File: src/rtl/fetch_pkg.sv
// Shared types and constants for the instruction fetch stage.
// Memory burst sizes follow the memory block's access_size encoding.
package fetch_pkg;

    typedef enum logic [1:0] {
        REQ,
        BURST,
        DRAIN,
        FLUSH
    } fetch_state_t;

    localparam logic [1:0] ACC_1W  = 2'd0;
    localparam logic [1:0] ACC_4W  = 2'd1;
    localparam logic [1:0] ACC_8W  = 2'd2;
    localparam logic [1:0] ACC_16W = 2'd3;

    localparam int LINE_WORDS = 4;
    localparam int LINE_BYTES = 16;

    function automatic logic [31:0] line_addr(
        input logic [31:2] pc
    );
        return {pc[31:4], 4'b0000};
    endfunction

endpackage

File: src/rtl/fetch_if.sv
// Burst read bus between fetch (master) and memory (slave).
// Signal names mirror the memory block's ports.
interface fetch_if;

    logic [31:0] mem_addr;
    logic [1:0]  mem_access_size;
    logic        mem_rd_wr;
    logic        mem_enable;
    logic [31:0] mem_data;
    logic        mem_busy;

    modport master (
        output mem_addr,
        output mem_access_size,
        output mem_rd_wr,
        output mem_enable,
        input  mem_data,
        input  mem_busy
    );

    modport slave (
        input  mem_addr,
        input  mem_access_size,
        input  mem_rd_wr,
        input  mem_enable,
        output mem_data,
        output mem_busy
    );

endinterface

File: src/rtl/fetch_line_buffer.sv
// One cache-line of fetched words with per-entry valid bits.
// Clear-all wins over any write or single-entry clear.
module fetch_line_buffer
    import fetch_pkg::*;
(
    input  logic        clk,
    input  logic        reset,
    input  logic        we,
    input  logic [1:0]  widx,
    input  logic [31:0] wdata,
    input  logic        clr_all,
    input  logic        clr_one,
    input  logic [1:0]  cidx,
    input  logic [1:0]  ridx,
    output logic [31:0] rdata,
    output logic        rvalid
);

    logic [31:0]           data_q [LINE_WORDS];
    logic [LINE_WORDS-1:0] valid_q;

    always_ff @(posedge clk) begin
        if (we) begin
            data_q[widx] <= wdata;
        end
    end

    always_ff @(posedge clk) begin
        if (reset) begin
            valid_q <= '0;
        end else if (clr_all) begin
            valid_q <= '0;
        end else begin
            if (we) begin
                valid_q[widx] <= 1'b1;
            end
            if (clr_one) begin
                valid_q[cidx] <= 1'b0;
            end
        end
    end

    assign rdata  = data_q[ridx];
    assign rvalid = valid_q[ridx];

endmodule

File: src/rtl/fetch_unit.sv
// Fetch stage: 4-word burst reads into a line buffer, one
// instruction per handshake to decode, flushed on redirect.
module fetch_unit
    import fetch_pkg::*;
#(
    parameter logic [31:0] RESET_PC = 32'h80020000
) (
    input  logic        clk,
    input  logic        reset,
    fetch_if.master     mem,
    input  logic        redirect,
    input  logic [31:0] redirect_pc,
    output logic        inst_valid,
    input  logic        inst_ready,
    output logic [31:0] inst,
    output logic [31:0] inst_pc
);

    fetch_state_t state_q, state_d;
    logic [31:2]  pc_q, pc_d;
    logic [1:0]   beat_q, beat_d;
    logic [2:0]   flush_q, flush_d;
    logic [1:0]   head_q, head_d;

    logic        req_en;
    logic        accept;
    logic        fire;
    logic        buf_we;
    logic        buf_clr_all;
    logic        buf_clr_one;
    logic [31:0] buf_rdata;
    logic        buf_rvalid;
    logic        unused_lsb;

    assign unused_lsb = ^redirect_pc[1:0];

    // Memory outputs depend only on registered state (and reset).
    assign req_en              = (state_q == REQ) & ~reset;
    assign mem.mem_enable      = req_en;
    assign mem.mem_addr        = line_addr(pc_q);
    assign mem.mem_access_size = ACC_4W;
    assign mem.mem_rd_wr       = 1'b1;

    assign accept = req_en & ~mem.mem_busy;

    assign inst_valid = buf_rvalid &
                        ((state_q == BURST) |
                         (state_q == DRAIN));
    assign inst    = inst_valid ? buf_rdata : '0;
    assign inst_pc = {pc_q[31:4], head_q, 2'b00};
    assign fire    = inst_valid & inst_ready;

    fetch_line_buffer u_buf (
        .clk     (clk),
        .reset   (reset),
        .we      (buf_we),
        .widx    (beat_q),
        .wdata   (mem.mem_data),
        .clr_all (buf_clr_all),
        .clr_one (buf_clr_one),
        .cidx    (head_q),
        .ridx    (head_q),
        .rdata   (buf_rdata),
        .rvalid  (buf_rvalid)
    );

    always_ff @(posedge clk) begin
        if (reset) begin
            state_q <= REQ;
            pc_q    <= RESET_PC[31:2];
            beat_q  <= 2'd0;
            flush_q <= 3'd0;
            head_q  <= RESET_PC[3:2];
        end else begin
            state_q <= state_d;
            pc_q    <= pc_d;
            beat_q  <= beat_d;
            flush_q <= flush_d;
            head_q  <= head_d;
        end
    end

    always_comb begin
        state_d     = state_q;
        pc_d        = pc_q;
        beat_d      = beat_q;
        flush_d     = flush_q;
        head_d      = head_q;
        buf_we      = 1'b0;
        buf_clr_all = 1'b0;
        buf_clr_one = fire;

        if (fire) begin
            head_d = head_q + 2'd1;
        end

        unique case (state_q)
            REQ: begin
                if (accept) begin
                    state_d     = BURST;
                    beat_d      = 2'd0;
                    head_d      = pc_q[3:2];
                    buf_clr_all = 1'b1;
                end
            end
            BURST: begin
                buf_we = 1'b1;
                beat_d = beat_q + 2'd1;
                if (beat_q == 2'd3) begin
                    state_d = DRAIN;
                end
            end
            DRAIN: begin
                if (fire && head_q == 2'd3) begin
                    state_d = REQ;
                    pc_d    = {pc_q[31:4] + 28'd1, 2'b00};
                end
            end
            FLUSH: begin
                if (flush_q <= 3'd1) begin
                    state_d = REQ;
                end else begin
                    flush_d = flush_q - 3'd1;
                end
            end
        endcase

        // Beats still owed by memory must be swallowed before
        // the next request can be issued.
        if (redirect) begin
            pc_d = redirect_pc[31:2];
            if (state_q != FLUSH) begin
                buf_clr_all = 1'b1;
                buf_we      = 1'b0;
                if (state_q == BURST) begin
                    state_d = FLUSH;
                    flush_d = 3'd3 - {1'b0, beat_q};
                end else if (accept) begin
                    state_d = FLUSH;
                    flush_d = 3'd4;
                end else begin
                    state_d = REQ;
                end
            end
        end
    end

endmodule

File: src/flat_wrapper.sv
// flat-port wrapper written by rule: the top's interface ports become plain ports
module fetch_unit_flat import fetch_pkg::*;
#(
    parameter logic [31:0] RESET_PC = 32'h80020000
)
  (clk, reset, redirect, redirect_pc, inst_valid, inst_ready, inst, inst_pc, mem_mem_addr, mem_mem_access_size, mem_mem_rd_wr, mem_mem_enable, mem_mem_data, mem_mem_busy);
  fetch_if mem_i ();
  input  logic clk;
  input  logic reset;
  input  logic redirect;
  input  logic [31:0] redirect_pc;
  output logic inst_valid;
  input  logic inst_ready;
  output logic [31:0] inst;
  output logic [31:0] inst_pc;
  output wire logic [$bits(mem_i.mem_addr)-1:0] mem_mem_addr;
  output wire logic [$bits(mem_i.mem_access_size)-1:0] mem_mem_access_size;
  output wire logic [$bits(mem_i.mem_rd_wr)-1:0] mem_mem_rd_wr;
  output wire logic [$bits(mem_i.mem_enable)-1:0] mem_mem_enable;
  input wire logic [$bits(mem_i.mem_data)-1:0] mem_mem_data;
  input wire logic [$bits(mem_i.mem_busy)-1:0] mem_mem_busy;
  assign mem_mem_addr = mem_i.mem_addr;
  assign mem_mem_access_size = mem_i.mem_access_size;
  assign mem_mem_rd_wr = mem_i.mem_rd_wr;
  assign mem_mem_enable = mem_i.mem_enable;
  assign mem_i.mem_data = mem_mem_data;
  assign mem_i.mem_busy = mem_mem_busy;
  fetch_unit #(.RESET_PC(RESET_PC)) u_core (.clk(clk), .reset(reset), .mem(mem_i), .redirect(redirect), .redirect_pc(redirect_pc), .inst_valid(inst_valid), .inst_ready(inst_ready), .inst(inst), .inst_pc(inst_pc));
endmodule
File: config.mk
export PLATFORM = sky130hd
export DESIGN_NAME = fetch_unit_flat
export DESIGN_NICKNAME = d
export VERILOG_FILES = /design/src/rtl/fetch_pkg.sv /design/src/rtl/fetch_if.sv /design/src/rtl/fetch_line_buffer.sv /design/src/rtl/fetch_unit.sv /design/src/flat_wrapper.sv
export SDC_FILE = /design/constraint.sdc
export NUM_CORES = 1
export LEC_CHECK = 0
export CAP_MARGIN = 20
export CORE_UTILIZATION = 56
export CTS_BUF_LIST = sky130_fd_sc_hd__clkbuf_16
export CTS_CLUSTER_DIAMETER = 150
export DETAILED_ROUTE_END_ITERATION = 6
export GPL_TIMING_DRIVEN = 0
export PLACE_DENSITY = 0.95
export SLEW_MARGIN = 40
export SYNTH_ARGS = -nofsm -noshare
export SYNTH_HDL_FRONTEND = slang
export SYNTH_SLANG_ARGS = --single-unit
File: constraint.sdc
create_clock -name clk -period 7.7 [get_ports clk]
set_input_delay 1.54 -clock clk [delete_from_list [all_inputs] [get_ports clk]]
set_output_delay 1.54 -clock clk [all_outputs]
set_load 0.02 [all_outputs]
==> flow_metrics.py <==
metrics = {
    "status": {
        "status": "completed",
    },
    "finish": {
        "num_antenna_cells": 0,
        "area_growth_pct": 30.2,
        "final_cell_count_no_fill": 1048,
        "drive_gt1_frac": 0.193,
        "final_common_cell": "clkdlybuf4s50_1",
        "finalNetCount": 937,
        "final_cell_mix": "157 x clkdlybuf4s50_1, 128 x edfxtp_1, 69 x buf_4",
    },
    "sta": {
        "slew_viol_final": 0,
        "rsz0062_at_grt": "no",
        "hold_viol_final": 0,
        "slew_headroom": 0.394,
        "tns_ns": 0,
        "fmax_mhz": 206,
        "clock_skew_ns": 0.00975,
        "setup-violations-final": 0,
        "worst_pin_slew_ns": 0.901,
        "layout_min_cycle_time_ns": 4.84,
        "fin_hold_ws_ns": 0.513,
        "fin_crit_sh": 0.629,
    },
    "cts": {
        "cts_buffer_depth": 2,
        "clk_latency_ns": 0.43,
        "cts_resized": 0,
        "cts_max_level": 4,
        "numCtsBuffers": 17,
        "ctsHoldBuffers": 0,
        "clock_sinks": 171,
        "post_cts_buffers": 0,
        "root_buffer": "clkbuf_16",
        "cts_tree": "done",
        "path_clk_slew_ns": 0.07,
    },
    "setup_path": {
        "cpPeakStageDelay_ns": 0.57,
        "crit_path_end_kind": "primary output",
        "critical-path-top-delay-family": "buffers and inverters",
        "slowest_stage": "clkdlybuf4s50_1",
        "critPathArrivalTime_ns": 3.30,
        "cp.buffers_inverters": 3,
        "cp_data_required_time_ns": 6.16,
        "worstSetupPathType": "flop to primary output",
        "path_cells": "buf_2 > mux2_2 > o211ai_1 > clkbuf_1 > nor2b_1 > clkdlybuf4s50_1",
        "path_max_fanout": 10,
        "worstSetupStartpointType": "flop",
    },
    "yosys": {
        "synth_seq_cells": 171,
        "synthDistinctLibCells": 63,
        "synth_cells": 660,
        "synth_area_per_cell_sq_um": 12.6,
        "netlist_area_sq_mm": 0.00832,
        "synth-seq-area-share": 0.566,
        "async_flop_share": 0,
        "synth_warnings": 0,
        "synth_flop_cell": "edfxtp_1",
        "synth_edf_count": 128,
    },
    "min_path": {
        "hold_path.class": "flop to flop",
    },
    "floorplan": {
        "initial_core_util": 0.572,
        "core_area_sq_mm": 0.0145,
        "die_area_sq_mm": 0.0153,
        "row_count": 44,
        "fp.dieW_um": 124,
        "ioPinCount": 170,
        "die_h_um": 124,
    },
    "global_route": {
        "grt.total_usage": 0.300,
        "antenna_found_initial": 0,
        "grt_pass1_vias": 6202,
        "grt_max_degree": 22,
        "overflow": 0,
        "grt_pass1_wl_um": 33600,
    },
    "placed_design": {
        "dp_hpwl_um": 15200,
        "dp.cells": 1017,
        "io_buffers": 157,
        "place.gp.congestion": 0.934,
    },
    "drt": {
        "num_vias": 6552,
        "drtIter0Drc": 970,
        "wl_per_cell_um": 21.2,
        "wl_um": 22200,
        "via_per_inst": 6.25,
        "post-route-drc-count": 0,
        "postRouteAntennaNets": 0,
        "dr.pass1.iters": 7,
    },
    "power_and_ir_drop": {
        "leakagePower_nw": 3.75,
        "vdd_drop_max_mv": 0.188,
        "p_per_area_mw_per_mm2": 201,
    },
    "flow_run": {
        "maxCapViolCount": 0,
    },
}
cells in the mapped netlist, types with 4 or more instances:
library cell	count	area (sq um)
a2111oi_0	5	43.8
buf_4	66	495
mux4_2	32	721
buf_2	9	45.0
nor4_1	12	75.1
nand3_1	20	100
or3_1	7	43.8
nand2_1	26	97.6
a211o_1	4	35.0
clkbuf_1	19	71.3
a22oi_1	4	30.0
edfxtp_1	128	3840
nor3_1	25	125
o21ai_0	27	135
ha_1	16	200
nor3b_1	4	30.0
and4_1	6	52.6
and3_1	12	75.1
a211oi_1	13	97.6
inv_1	20	75.1
a21oi_1	15	75.1
nand4_1	14	87.6
nor2_1	29	109
a311oi_1	6	52.6
buf_1	4	15.0
o211ai_1	5	37.5
dfxtp_1	43	861
nor2b_1	38	238
worst reg2reg max path, stage by stage, from the launching register on:
cell	delay [ns]
dfxtp_1	0.42
buf_2	0.27
mux2i_1	0.47
a2bb2oi_2	0.38
buf_4	0.26
buf_2	0.26
nand2_1	0.08
a31oi_1	0.25
routing by layer:
| metal | GRT usage | wire [um] | up-vias |
|---|---|---|---|
| li1 | - | - | 2836 |
| met1 | 0.376 | 7910 | 3124 |
| met2 | 0.500 | 11100 | 498 |
| met3 | 0.0733 | 2400 | 94 |
| met4 | 0.117 | 807 | 0 |
| met5 | 0 | 0 | - |
cells by family (layout without fill, tap and decap cells):
family | after synthesis | count (layout) | synth area share
AO/OA/AOI/OAI | 106 | 106 | 0.0907
multiplexers | 34 | 34 | 0.0892
flip-flops | 171 | 171 | 0.566
buffers and inverters | 119 | 316 | 0.0857
other | 2 | 9 | 0.000903
XOR/XNOR | 1 | 1 | 0.00105
adder cells (fa/ha/maj) | 16 | 16 | 0.0241
AND/OR/NAND/NOR | 211 | 211 | 0.143
state kept, by name, summed over array words and instances, names as in the netlist:
| register | flops |
|---|---|
| u_core.beat_q | 2 |
| u_core.flush_q | 3 |
| u_core.head_q | 2 |
| u_core.pc_q | 30 |
| u_core.state_q | 2 |
| u_core.u_buf.data_q | 128 |
| u_core.u_buf.valid_q | 4 |
cell type report:
type,count,area [sq um]
sequential,171,4700
fill,861,3700
multi-input combinational,377,2940
timing repair buffer,166,1690
buffer,99,638
clock buffer,17,425
tap,184,230
clock inverter,14,130
inverter,20,75.1
stage by stage:
step | total power, W | cell area (sq um) | setup slack [ns] | util
after global routing | 0.00224 | 10800 | 2.76 | 0.745
after global placement | 0.00137 | 10100 | 0.821 | 0.698
after floorplan | 0.00124 | 8340 | 3.08 | -
after CTS | 0.00217 | 10800 | 2.89 | 0.745
final | 0.00218 | 10800 | 2.86 | 0.745
after detailed placement | 0.00138 | 10300 | 3.17 | 0.707
report_power, final:
part / switching, W / internal [W]
Sequential: 0.0000311 / 0.00102
Clock: 0.000386 / 0.000425
Combinational: 0.000156 / 0.000167
Total: 0.000573 / 0.00161
path summary, 6_finish.rpt:
path | start | to | slack (ns) | cells after the start
setup reg to reg | u_core.head_q[1] | u_core.head_q[1] | 5.22 | 7
hold reg to reg | u_core.beat_q[0] | u_core.beat_q[0] | 0.51 | 2
hold / removal | u_core.beat_q[0] | u_core.beat_q[0] | 0.51 | 2
setup / recovery | u_core.head_q[1] | inst[18] | 2.86 | 6
Note: power is estimated with default switching activity, not from simulation.
